## config.mk

```make
export PLATFORM = sky130hd
export DESIGN_NAME = program_loader
export DESIGN_NICKNAME = d
export VERILOG_FILES = /design/src/rtl/computer_pkg.sv /design/src/rtl/program_loader.sv
export SDC_FILE = /design/constraint.sdc
export NUM_CORES = 1
export LEC_CHECK = 0
export ABC_CLOCK_PERIOD_IN_PS = 1800
export CORE_MARGIN = 2
export CORE_UTILIZATION = 43
export DETAILED_ROUTE_END_ITERATION = 8
export PLACE_DENSITY = 0.76
export SYNTH_ARGS = -nofsm -noshare
export SYNTH_HDL_FRONTEND = slang
export SYNTH_SLANG_ARGS = --single-unit
```

## constraint.sdc

```tcl
create_clock -name clock -period 1.8 [get_ports clock]
set_input_delay 0.36 -clock clock [delete_from_list [all_inputs] [get_ports clock]]
set_output_delay 0.36 -clock clock [all_outputs]
set_load 0.01 [all_outputs]
```

## src/rtl/computer_pkg.sv

```systemverilog
// Shared types and constants for the computer top level.
// Program-memory window and loader FSM encoding.
package computer_pkg;

    typedef enum logic [2:0] {
        IDLE,
        LOAD,
        FINISH,
        DONE,
        ERROR
    } loader_state_t;

    localparam logic [7:0] PROG_BASE = 8'h00;
    localparam logic [7:0] PROG_TOP  = 8'h7F;

endpackage

```

## src/rtl/program_loader.sv

```systemverilog
// Streams a host byte image into program memory over valid/ready,
// holding the CPU in reset until the whole image has been written.
module program_loader
    import computer_pkg::*;
#(
    parameter int          PROG_DEPTH = int'(PROG_TOP) - int'(PROG_BASE) + 1,
    parameter int          ADDR_W     = 8,
    parameter logic [ADDR_W-1:0] BASE_ADDR = ADDR_W'(PROG_BASE)
) (
    input  logic              clock,
    input  logic              reset,
    input  logic              start,
    input  logic              in_valid,
    input  logic [7:0]        in_data,
    input  logic              in_last,
    output logic              in_ready,
    output logic [ADDR_W-1:0] load_address,
    output logic [7:0]        load_data,
    output logic              load_write,
    output logic              cpu_reset_n,
    output logic              done,
    output logic              error,
    output logic [ADDR_W-1:0] byte_count,
    output logic [7:0]        checksum
);

    localparam logic [ADDR_W:0]   DEPTH_X   = (ADDR_W+1)'(PROG_DEPTH);
    localparam logic [ADDR_W-1:0] LAST_SLOT = ADDR_W'(PROG_DEPTH - 1);

    loader_state_t     state, state_d;
    logic [ADDR_W-1:0] count_d, addr_d;
    logic [7:0]        sum_d, data_d;
    logic              write_d, done_d, error_d, cpu_d;
    logic              accept;

    assign in_ready = (state == LOAD) && ({1'b0, byte_count} < DEPTH_X);
    assign accept   = in_valid && in_ready;

    always_comb begin
        state_d = state;
        count_d = byte_count;
        sum_d   = checksum;
        addr_d  = load_address;
        data_d  = load_data;
        write_d = 1'b0;
        done_d  = done;
        error_d = error;
        cpu_d   = cpu_reset_n;
        unique case (state)
            IDLE, DONE, ERROR: begin
                if (start) begin
                    state_d = LOAD;
                    count_d = '0;
                    sum_d   = '0;
                    done_d  = 1'b0;
                    error_d = 1'b0;
                    cpu_d   = 1'b0;
                end
            end
            LOAD: begin
                if (accept) begin
                    write_d = 1'b1;
                    addr_d  = BASE_ADDR + byte_count;
                    data_d  = in_data;
                    count_d = byte_count + ADDR_W'(1);
                    sum_d   = checksum + in_data;
                    if (in_last) begin
                        state_d = FINISH;
                    end else if (byte_count == LAST_SLOT) begin
                        // Depth used up without an end marker: image rejected.
                        state_d = ERROR;
                        error_d = 1'b1;
                    end
                end
            end
            FINISH: begin
                state_d = DONE;
                done_d  = 1'b1;
                cpu_d   = 1'b1;
            end
            default: begin
                state_d = IDLE;
            end
        endcase
    end

    always_ff @(posedge clock) begin
        if (reset) begin
            state        <= IDLE;
            byte_count   <= '0;
            checksum     <= '0;
            load_address <= '0;
            load_data    <= '0;
            load_write   <= 1'b0;
            done         <= 1'b0;
            error        <= 1'b0;
            cpu_reset_n  <= 1'b0;
        end else begin
            state        <= state_d;
            byte_count   <= count_d;
            checksum     <= sum_d;
            load_address <= addr_d;
            load_data    <= data_d;
            load_write   <= write_d;
            done         <= done_d;
            error        <= error_d;
            cpu_reset_n  <= cpu_d;
        end
    end

endmodule

```

**Word-level counts from Yosys, hierarchy flattened**

Index checks and enable logic that the tools add are counted.
W data, S select, Z words.

- Word-level logic and storage cells: 51
- Bits in registers: 38

- Reductions and logical operators: 12
- Bitwise gates (word level): 1
- Add/subtract/negate cells: 2
- Equal/unequal tests: 10
- Muxes and demuxes: 17
- $lt $le $gt $ge: 1

Operators by type and width:

| kind | count |
|---|---|
| $pmux W8 S2 | 2 |
| $mux W8 | 3 |
| $mux W3 | 4 |
| $pmux W3 S3 | 1 |
| $add A8 B1 Y8 const B | 1 |
| $add A8 B8 Y8 | 1 |
| $eq A8 B7 Y1 const B | 1 |
| $lt A8 B8 Y1 const B | 1 |
| $eq A3 B2 Y1 const B | 2 |
| $ne A2 B2 Y1 const B | 3 |
| $reduce_and A3 Y1 | 2 |
| $mux W1 | 5 |
| $reduce_and A5 Y1 | 1 |
| $pmux W1 S2 | 2 |
| $reduce_and A2 Y1 | 2 |
| $reduce_bool A2 Y1 | 2 |
| $eq A3 B1 Y1 const B | 1 |
| $eq A3 B3 Y1 const B | 1 |
| $logic_not A3 Y1 | 1 |
| $ne A3 B2 Y1 const B | 1 |
| $reduce_or A3 Y1 | 1 |
| $logic_and A1 B1 Y1 | 2 |
| $ne A2 B1 Y1 const B | 1 |
| $reduce_or A2 Y1 | 1 |
| $not A1 Y1 | 1 |

**Longest topological paths before layout**

Gate-level depths: netlist (run 1).

- Word-level depth: 5
- Gate-level depth with buffers: 7
- Depth with buffers taken out: 7

**Worst setup path before layout (run 1)**

OpenSTA, ideal clock, no wires.

- Path type: flip-flop to flip-flop
- From: register checksum[1]
- To: register checksum[7]
- Stages on the path, launching flop included: 7
- Library setup time: 62 ps
- Slack: -57 ps
- Period minus slack after synthesis: 1,857 ps
- Required time: 1,738 ps
- Arrival time: 1,795 ps
- Cell sequence: dfxtp_1 -> ha_1 -> a211oi_1 -> o21ai_0 -> and4_1 -> or4b_1 -> nand3_1

- Word-level cells in the longest chain between the ends: 3

Ends and longest elaborated chain:

| item | RTL line | RTL |
|---|---|---|
| start: declaration | program_loader.sv:24 | `output logic [7:0] checksum` |
| start signal: assignment | program_loader.sv:101 | `checksum <= sum_d;` |
| $add A8 B8 Y8 | program_loader.sv:66 | `sum_d = checksum + in_data;` |
| $mux W8 | program_loader.sv:61 | `if (accept) begin` |
| $pmux W8 S2 | program_loader.sv:49 | `unique case (state)` |

Every way passes these cells. The select of a mux whose other input is x is not followed.
A chain may end at the register's enable or synchronous reset.

**Final worst setup path (run 1)**

- From: input port in_data[1]
- To: register checksum[6]

- Word-level cells in the longest chain between the ends: 3

Ends and longest elaborated chain:

| item | RTL line | RTL |
|---|---|---|
| start: declaration | program_loader.sv:14 | `input logic [7:0] in_data,` |
| $add A8 B8 Y8 | program_loader.sv:66 |  |
| $mux W8 | program_loader.sv:61 |  |
| $pmux W8 S2 | program_loader.sv:49 |  |

Every way passes these cells. The select of a mux whose other input is x is not followed.

==> impl_metrics.env, run 1 <==
export IMPL_insertion_delay_ns=0.29
export IMPL_power_frac_comb_pct=26.4
export IMPL_cts_made_buffers=5
export IMPL_root_buffer="clkbuf_8"
export IMPL_clkTransAtPathRegs_ns=0.07
export IMPL_wl_um=5070
export IMPL_grt_pass1_wl_um=7450
export IMPL_p_leak_nw=1.11
export IMPL_rows=23
export IMPL_status="completed"
export IMPL_area_delta_synth_final_pct=58.2
export IMPL_hp_class="in2reg"
export IMPL_cpPeakStageDelay_ns=0.41
export IMPL_final_core_util_pct=70.6
export IMPL_antenna_found_initial=0
export IMPL_cpMaxStageDelayCell="fa_2"
export IMPL_syn_area_mm2=0.00178
export IMPL_drt_pass1_iter_count=4
export IMPL_synth_edf_count=0
export IMPL_worstPathArrival_ns=1.95
export IMPL_pwr_share_seq_pct=41.0
export IMPL_cts_sinks=38
export IMPL_holdBufCountCts=0
export IMPL_pin_count=50
export IMPL_synthCells=210
export IMPL_die_h_um=68.4
export IMPL_synthesis_nets=232
export IMPL_whs_ns=0.402
export IMPL_ant_nets=0
export IMPL_crit_path_start_kind="primary input"
export IMPL_setup_viol=0
export IMPL_placed_cells=336
export IMPL_worst_slack_ns=0.0306
export IMPL_ys_seq_area_share_pct=42.6
export IMPL_cp_num_buf_inv=2
export IMPL_overflow=0
export IMPL_drv_cap=0
export IMPL_grtUsageTotal_pct=21.6
export IMPL_drv_slew=0
export IMPL_via_per_inst=5.27
export IMPL_grt_max_degree=25
export IMPL_yosysUniqueCellTypes=44
export IMPL_fin_nets=316
export IMPL_place_area_mm2=0.00258
export IMPL_drt_iter0_drc=131
export IMPL_drcViolationCount=0
export IMPL_vdd_drop_max_uv=595
export IMPL_h_tree_depth=2
export IMPL_ys_ff_latch=38
export IMPL_p_int_mw=1.62
export IMPL_port_buffers=49
export IMPL_synthArstFlopShare_pct=0
export IMPL_antenna_diode_count=0
export IMPL_routedWlPerCell_um=14.7
export IMPL_routabilityCongestion=0.901
export IMPL_finalCriticalPeriod_ns=1.77
export IMPL_die_w_um=68.4
export IMPL_dieArea_mm2=0.00468
export IMPL_fin_skew_ns=0.00663
export IMPL_netSwitchingFraction_pct=27.7
export IMPL_required_ns=1.99
export IMPL_p_per_area_mw_per_mm2=795
export IMPL_path_max_fanout=3
export IMPL_power_switching_uw=621
export IMPL_slew_limit_headroom_pct=64.5
export IMPL_tightest_slew_ns=0.531
export IMPL_dp_slack_ns=-0.536
export IMPL_place_hpwl_um=3190
export IMPL_grt_pass1_vias=1566
export IMPL_ys_warn_count=0
export IMPL_post_route_period_util_pct=98.3
export IMPL_cts_tree="built"
export IMPL_path_cells="clkdlybuf4s15_1 -> buf_4 -> fa_2 -> a211oi_2 -> o21bai_1 -> a21oi_1 -> xnor2_1 -> a22o_1"
export IMPL_clock_path_buffers=2
export IMPL_hold_viol=0
export IMPL_max_freq_mhz=565
export IMPL_critPathKind="in2reg"
export IMPL_stdcell_area_mm2=0.00282
export IMPL_core_area_mm2=0.00400
export IMPL_vias=1813
export IMPL_ys_flop_type="dfxtp_1"
export IMPL_syn_avg_cell_area_um2=8.50
export IMPL_crit_path_end_kind="flop"
export IMPL_layout_drive_gt1_share_pct=22.4
export IMPL_start_util_pct=44.6
export IMPL_clkPwrFrac_pct=32.6
export IMPL_critPathTopFamily="compound AO/OA/AOI/OAI gates"
export IMPL_stdcell_count=344
[cells in the final DEF, fill, tap and decap left out, drive strengths merged, types with 2 or more instances in the layout]
cell / n
o21ai: 5
o2111ai: 3
nand2: 39
xnor2: 3
o211ai: 2
clkdlybuf4s50: 41
buf: 37
a21o: 3
dfxtp: 38
clkbuf: 7
nor3: 7
xor2: 7
a21oi: 24
nor3b: 3
ha: 8
dlygate4sd2: 2
a211oi: 3
nor2: 23
dlymetal6s2s: 3
a22oi: 9
clkdlybuf4s15: 2
and3: 2
nand2b: 3
[sequential cells by signal (all words and copies together) (netlist names)]
signal        cells
state             3
done              1
byte_count        8
load_write        1
load_data         8
load_address      8
error             1
checksum          8
[final timing paths]
kind / from / cells after the start / endpoint / slack, ns
worst max register to register: checksum[0] / 7 / checksum[6] / 0.03
worst min register to register: load_address[4] / 2 / load_address[4] / 0.45
worst min-delay path: in_data[5] / 3 / load_data[5] / 0.40
worst max-delay path: in_data[1] / 8 / checksum[6] / 0.03
[synth_stat cells (2+ instances only)]
cell type | n | area share (%)
a211oi_1 | 3 | 1.3
nor3_1 | 7 | 2.0
clkbuf_1 | 4 | 0.84
ha_1 | 8 | 5.6
buf_2 | 2 | 0.56
dfxtp_1 | 38 | 43
xnor2_1 | 3 | 1.5
xor2_1 | 7 | 3.4
nand2_1 | 39 | 8.2
o21ai_0 | 5 | 1.4
o211ai_1 | 2 | 0.84
o2111ai_1 | 3 | 1.5
a21oi_1 | 23 | 6.5
nor3b_1 | 3 | 1.3
a21o_1 | 3 | 1.3
a22oi_1 | 9 | 3.8
nor2_1 | 21 | 4.4
buf_4 | 2 | 0.84
nand2b_1 | 2 | 0.70
and3_1 | 2 | 0.70
[through the flow]
step | total power [mW] | TNS (ns)
global placement | 1.47 | -6.10
floorplan | 1.21 | 0
global route | 2.35 | -0.0713
CTS | 2.22 | -0.0716
detailed placement | 1.48 | -6.65
finish | 2.24 | 0
[cell families after synthesis]
kind of cell | share of synthesized area [%]
compound gates | 20.3
xor+xnor | 4.91
fa+ha+maj | 6.73
buf+inv | 2.66
flops | 42.6
simple gates | 22.7
[power groups by stage]
stage	logic [mW]	registers (mW)	clock network, mW
floorplan	0.262	0.946	0
finish	0.593	0.921	0.731
CTS	0.566	0.914	0.744
detailed placement	0.546	0.931	0
global placement	0.542	0.930	0
global route	0.649	0.925	0.773
[worst min-delay path, delay by kind of cell]
family                 cells  cell delay (ns)
AOI/OAI and AO/OA          1             0.05
buffers and inverters      1             0.16
and+or+nand+nor            1             0.07
[repair_timing]
| item | CTS | global route |
|---|---|---|
| hold endpoints to repair | 0 | 0 |
| setup buffers | 1 | 0 |
| pin swaps | 7 | 12 |
| resized for setup | 14 | 15 |
| endpoints found under the setup margin | 17 | 7 |
[layer usage]
layer / part of all wire [%] / vias to the layer above / track usage [%]
met5: 0 / - / 0
met4: 1.9 / 0 / 9.75
met3: 6.2 / 9 / 5.92
met2: 49 / 62 / 32.7
met1: 43 / 828 / 28.4
li1: - / 914 / -
[final cells by class]
class	count	area, um2
flip-flops and latches	38	763
multi-input cells	162	1100
inverters	1	3.75
clock inverters	1	30.0
repair buffers	86	785
fillers	312	1180
well taps	50	62.6
clock buffers	6	82.6
Note: power is estimated with default switching activity, not from simulation.
==> run 2: changes to the inputs <==
Settings changed: SLEW_MARGIN set to 20.
==> results of run 2 <==
The final DEF is identical to that of run 1; final timing and power are the same.
==> run 3: changes to the inputs <==
Settings changed: CORE_UTILIZATION 43 to 41, PLACE_DENSITY 0.76 to 0.73.
==> run 3 against run 2 <==
Net effect: wire length fell by 5.4%; first-iteration DRC count down 22%; global-route usage fell by 1.6 points; total power decreased by 0.90%; final cell count fell by 0.29%; sequential share of layout area up 0.20 points; register-to-register slack better by 0.02 ns; utilization shrank 1.9 points; clock-buffer cell count down 1; via count about the same; final area shrank 0.58%; highest routed layer unchanged.
==> impl_metrics.env, run 3 (synthesis gave the netlist of run 1 again) <==
export IMPL_start_util_pct=43.7
export IMPL_final_common_cell="clkdlybuf4s50_1"
export IMPL_tightest_slew_ns=0.506
export IMPL_worstPathArrival_ns=1.95
export IMPL_required_ns=1.99
export IMPL_p_per_area_mw_per_mm2=792
export IMPL_antenna_found_initial=0
export IMPL_cpPeakStageDelay_ns=0.39
export IMPL_p_total_mw=2.22
export IMPL_core_area_mm2=0.00409
export IMPL_critPathKind="in2reg"
export IMPL_grt_use_met1_pct=24.3
export IMPL_place_area_mm2=0.00255
export IMPL_dieArea_mm2=0.00490
export IMPL_whs_ns=0.393
export IMPL_insertion_delay_ns=0.29
export IMPL_grt_pass1_wl_um=7970
export IMPL_fin_skew_ns=0.00511
export IMPL_via_per_inst=5.28
export IMPL_clock_path_buffers=2
export IMPL_crit_path_start_kind="primary input"
export IMPL_drv_slew=0
export IMPL_vias=1812
export IMPL_cpMaxStageDelayCell="fa_2"
export IMPL_routedWlPerCell_um=14.0
export IMPL_busiest_layer="met2"
export IMPL_h_tree_depth=2
export IMPL_rows=23
export IMPL_fin_nets=314
export IMPL_nFillCells=339
export IMPL_worst_slack_ns=0.0372
export IMPL_p_leak_nw=1.10
export IMPL_drcViolationCount=0
export IMPL_port_buffers=49
export IMPL_grt_use_met2_pct=34.2
export IMPL_cts_tree="built"
export IMPL_stdcell_area_mm2=0.00281
export IMPL_die_w_um=70.0
export IMPL_hold_viol=0
export IMPL_cts_made_buffers=5
export IMPL_drt_iter0_drc=102
export IMPL_rsz0062_at_grt="yes"
export IMPL_cts_sinks=38
export IMPL_clkTransAtPathRegs_ns=0.08
export IMPL_cp_num_buf_inv=1
export IMPL_die_h_um=70.0
export IMPL_setup_viol=0
export IMPL_grtUsageTotal_pct=20.0
export IMPL_routabilityCongestion=0.858
export IMPL_critPathTopFamily="compound AO/OA/AOI/OAI gates"
export IMPL_grt_pass1_vias=1724
export IMPL_drt_pass1_iter_count=4
export IMPL_root_buffer="clkbuf_8"
export IMPL_ant_nets=0
export IMPL_wl_um=4800
export IMPL_max_freq_mhz=567
export IMPL_hp_class="in2reg"
export IMPL_status="completed"
export IMPL_place_hpwl_um=3390
export IMPL_path_cells="dlygate4sd2_1 -> ha_4 -> fa_2 -> a211oi_2 -> o21bai_1 -> a21oi_1 -> xnor2_1 -> a22o_1"
export IMPL_vdd_drop_max_uv=518
export IMPL_overflow=0
export IMPL_area_delta_synth_final_pct=57.3
export IMPL_antenna_diode_count=0
export IMPL_path_max_fanout=3
export IMPL_layout_drive_gt1_share_pct=23.2
export IMPL_slew_limit_headroom_pct=66.2
export IMPL_crit_path_end_kind="flop"
export IMPL_finalCriticalPeriod_ns=1.76
export IMPL_post_route_period_util_pct=97.9
export IMPL_drv_cap=0
export IMPL_grt_max_degree=24
export IMPL_dp_slack_ns=-0.604
export IMPL_pin_count=50
export IMPL_grtUsageMet3_pct=5.19
export IMPL_mostFrequentLayoutCells="41 x clkdlybuf4s50_1, 39 x nand2_1, 35 x dfxtp_1"
==> run 3: per-stage QoR <==
| step | cells | util [%] | TNS (ns) |
|---|---|---|---|
| 2_1_floorplan | 210 | - | 0 |
| 3_3_place_gp | 333 | 62.5 | -5.62 |
| 3_5_place_dp | 333 | 62.5 | -6.00 |
| 4_1_cts | 342 | 66.6 | -0.0509 |
| 5_1_grt | 343 | 68.7 | -0.0380 |
| 6_report | 343 | 68.7 | 0 |
==> run 3: timing repair <==
item,in CTS,in global routing
buffers inserted,1,1
gates resized for setup,14,18
hold endpoints to repair,0,0
hold buffers,0,0
pin swaps,7,7
gates cloned,0,0
endpoints found under the setup margin,9,8
==> run 3: report_power, final <==
part / switching [mW] / internal, mW
logic: 0.292 / 0.298
registers: 0.0337 / 0.882
clock network: 0.309 / 0.408
total: 0.635 / 1.59
==> run 3: worst reg2reg max path, cell delays in order (launching register included) <==
cell      delay (ns)
dfxtp_2         0.34
ha_4            0.17
fa_2            0.39
a211oi_2        0.20
o21bai_1        0.10
a21oi_1         0.18
xnor2_1         0.08
a22o_1          0.18
==> run 3: area by class of cell <==
type	count	area, um2	area share [%]
multi-input cells	162	1100	39.1
clock buffers	5	68.8	2.45
repair buffers	84	768	27.4
inverters	1	3.75	0.134
clock inverters	3	40.0	1.43
flip-flops and latches	38	764	27.2
well taps	50	62.6	2.23
==> run 3: routing by layer <==
layer | part of all wire [%] | wire, um | vias up
met2 | 49 | 2340 | 36
met4 | 1.5 | 74 | 0
li1 | - | - | 904
met3 | 3.8 | 184 | 7
met1 | 46 | 2200 | 865
met5 | 0 | 0 | -
==> run 3: worst paths after layout <==
kind | start | to | slack, ns | cells past startpoint
max | in_data[0] | checksum[6] | 0.04 | 8
min | in_data[3] | load_data[3] | 0.39 | 3
max reg2reg | checksum[0] | checksum[6] | 0.05 | 7
min reg2reg | load_data[4] | load_data[4] | 0.46 | 2
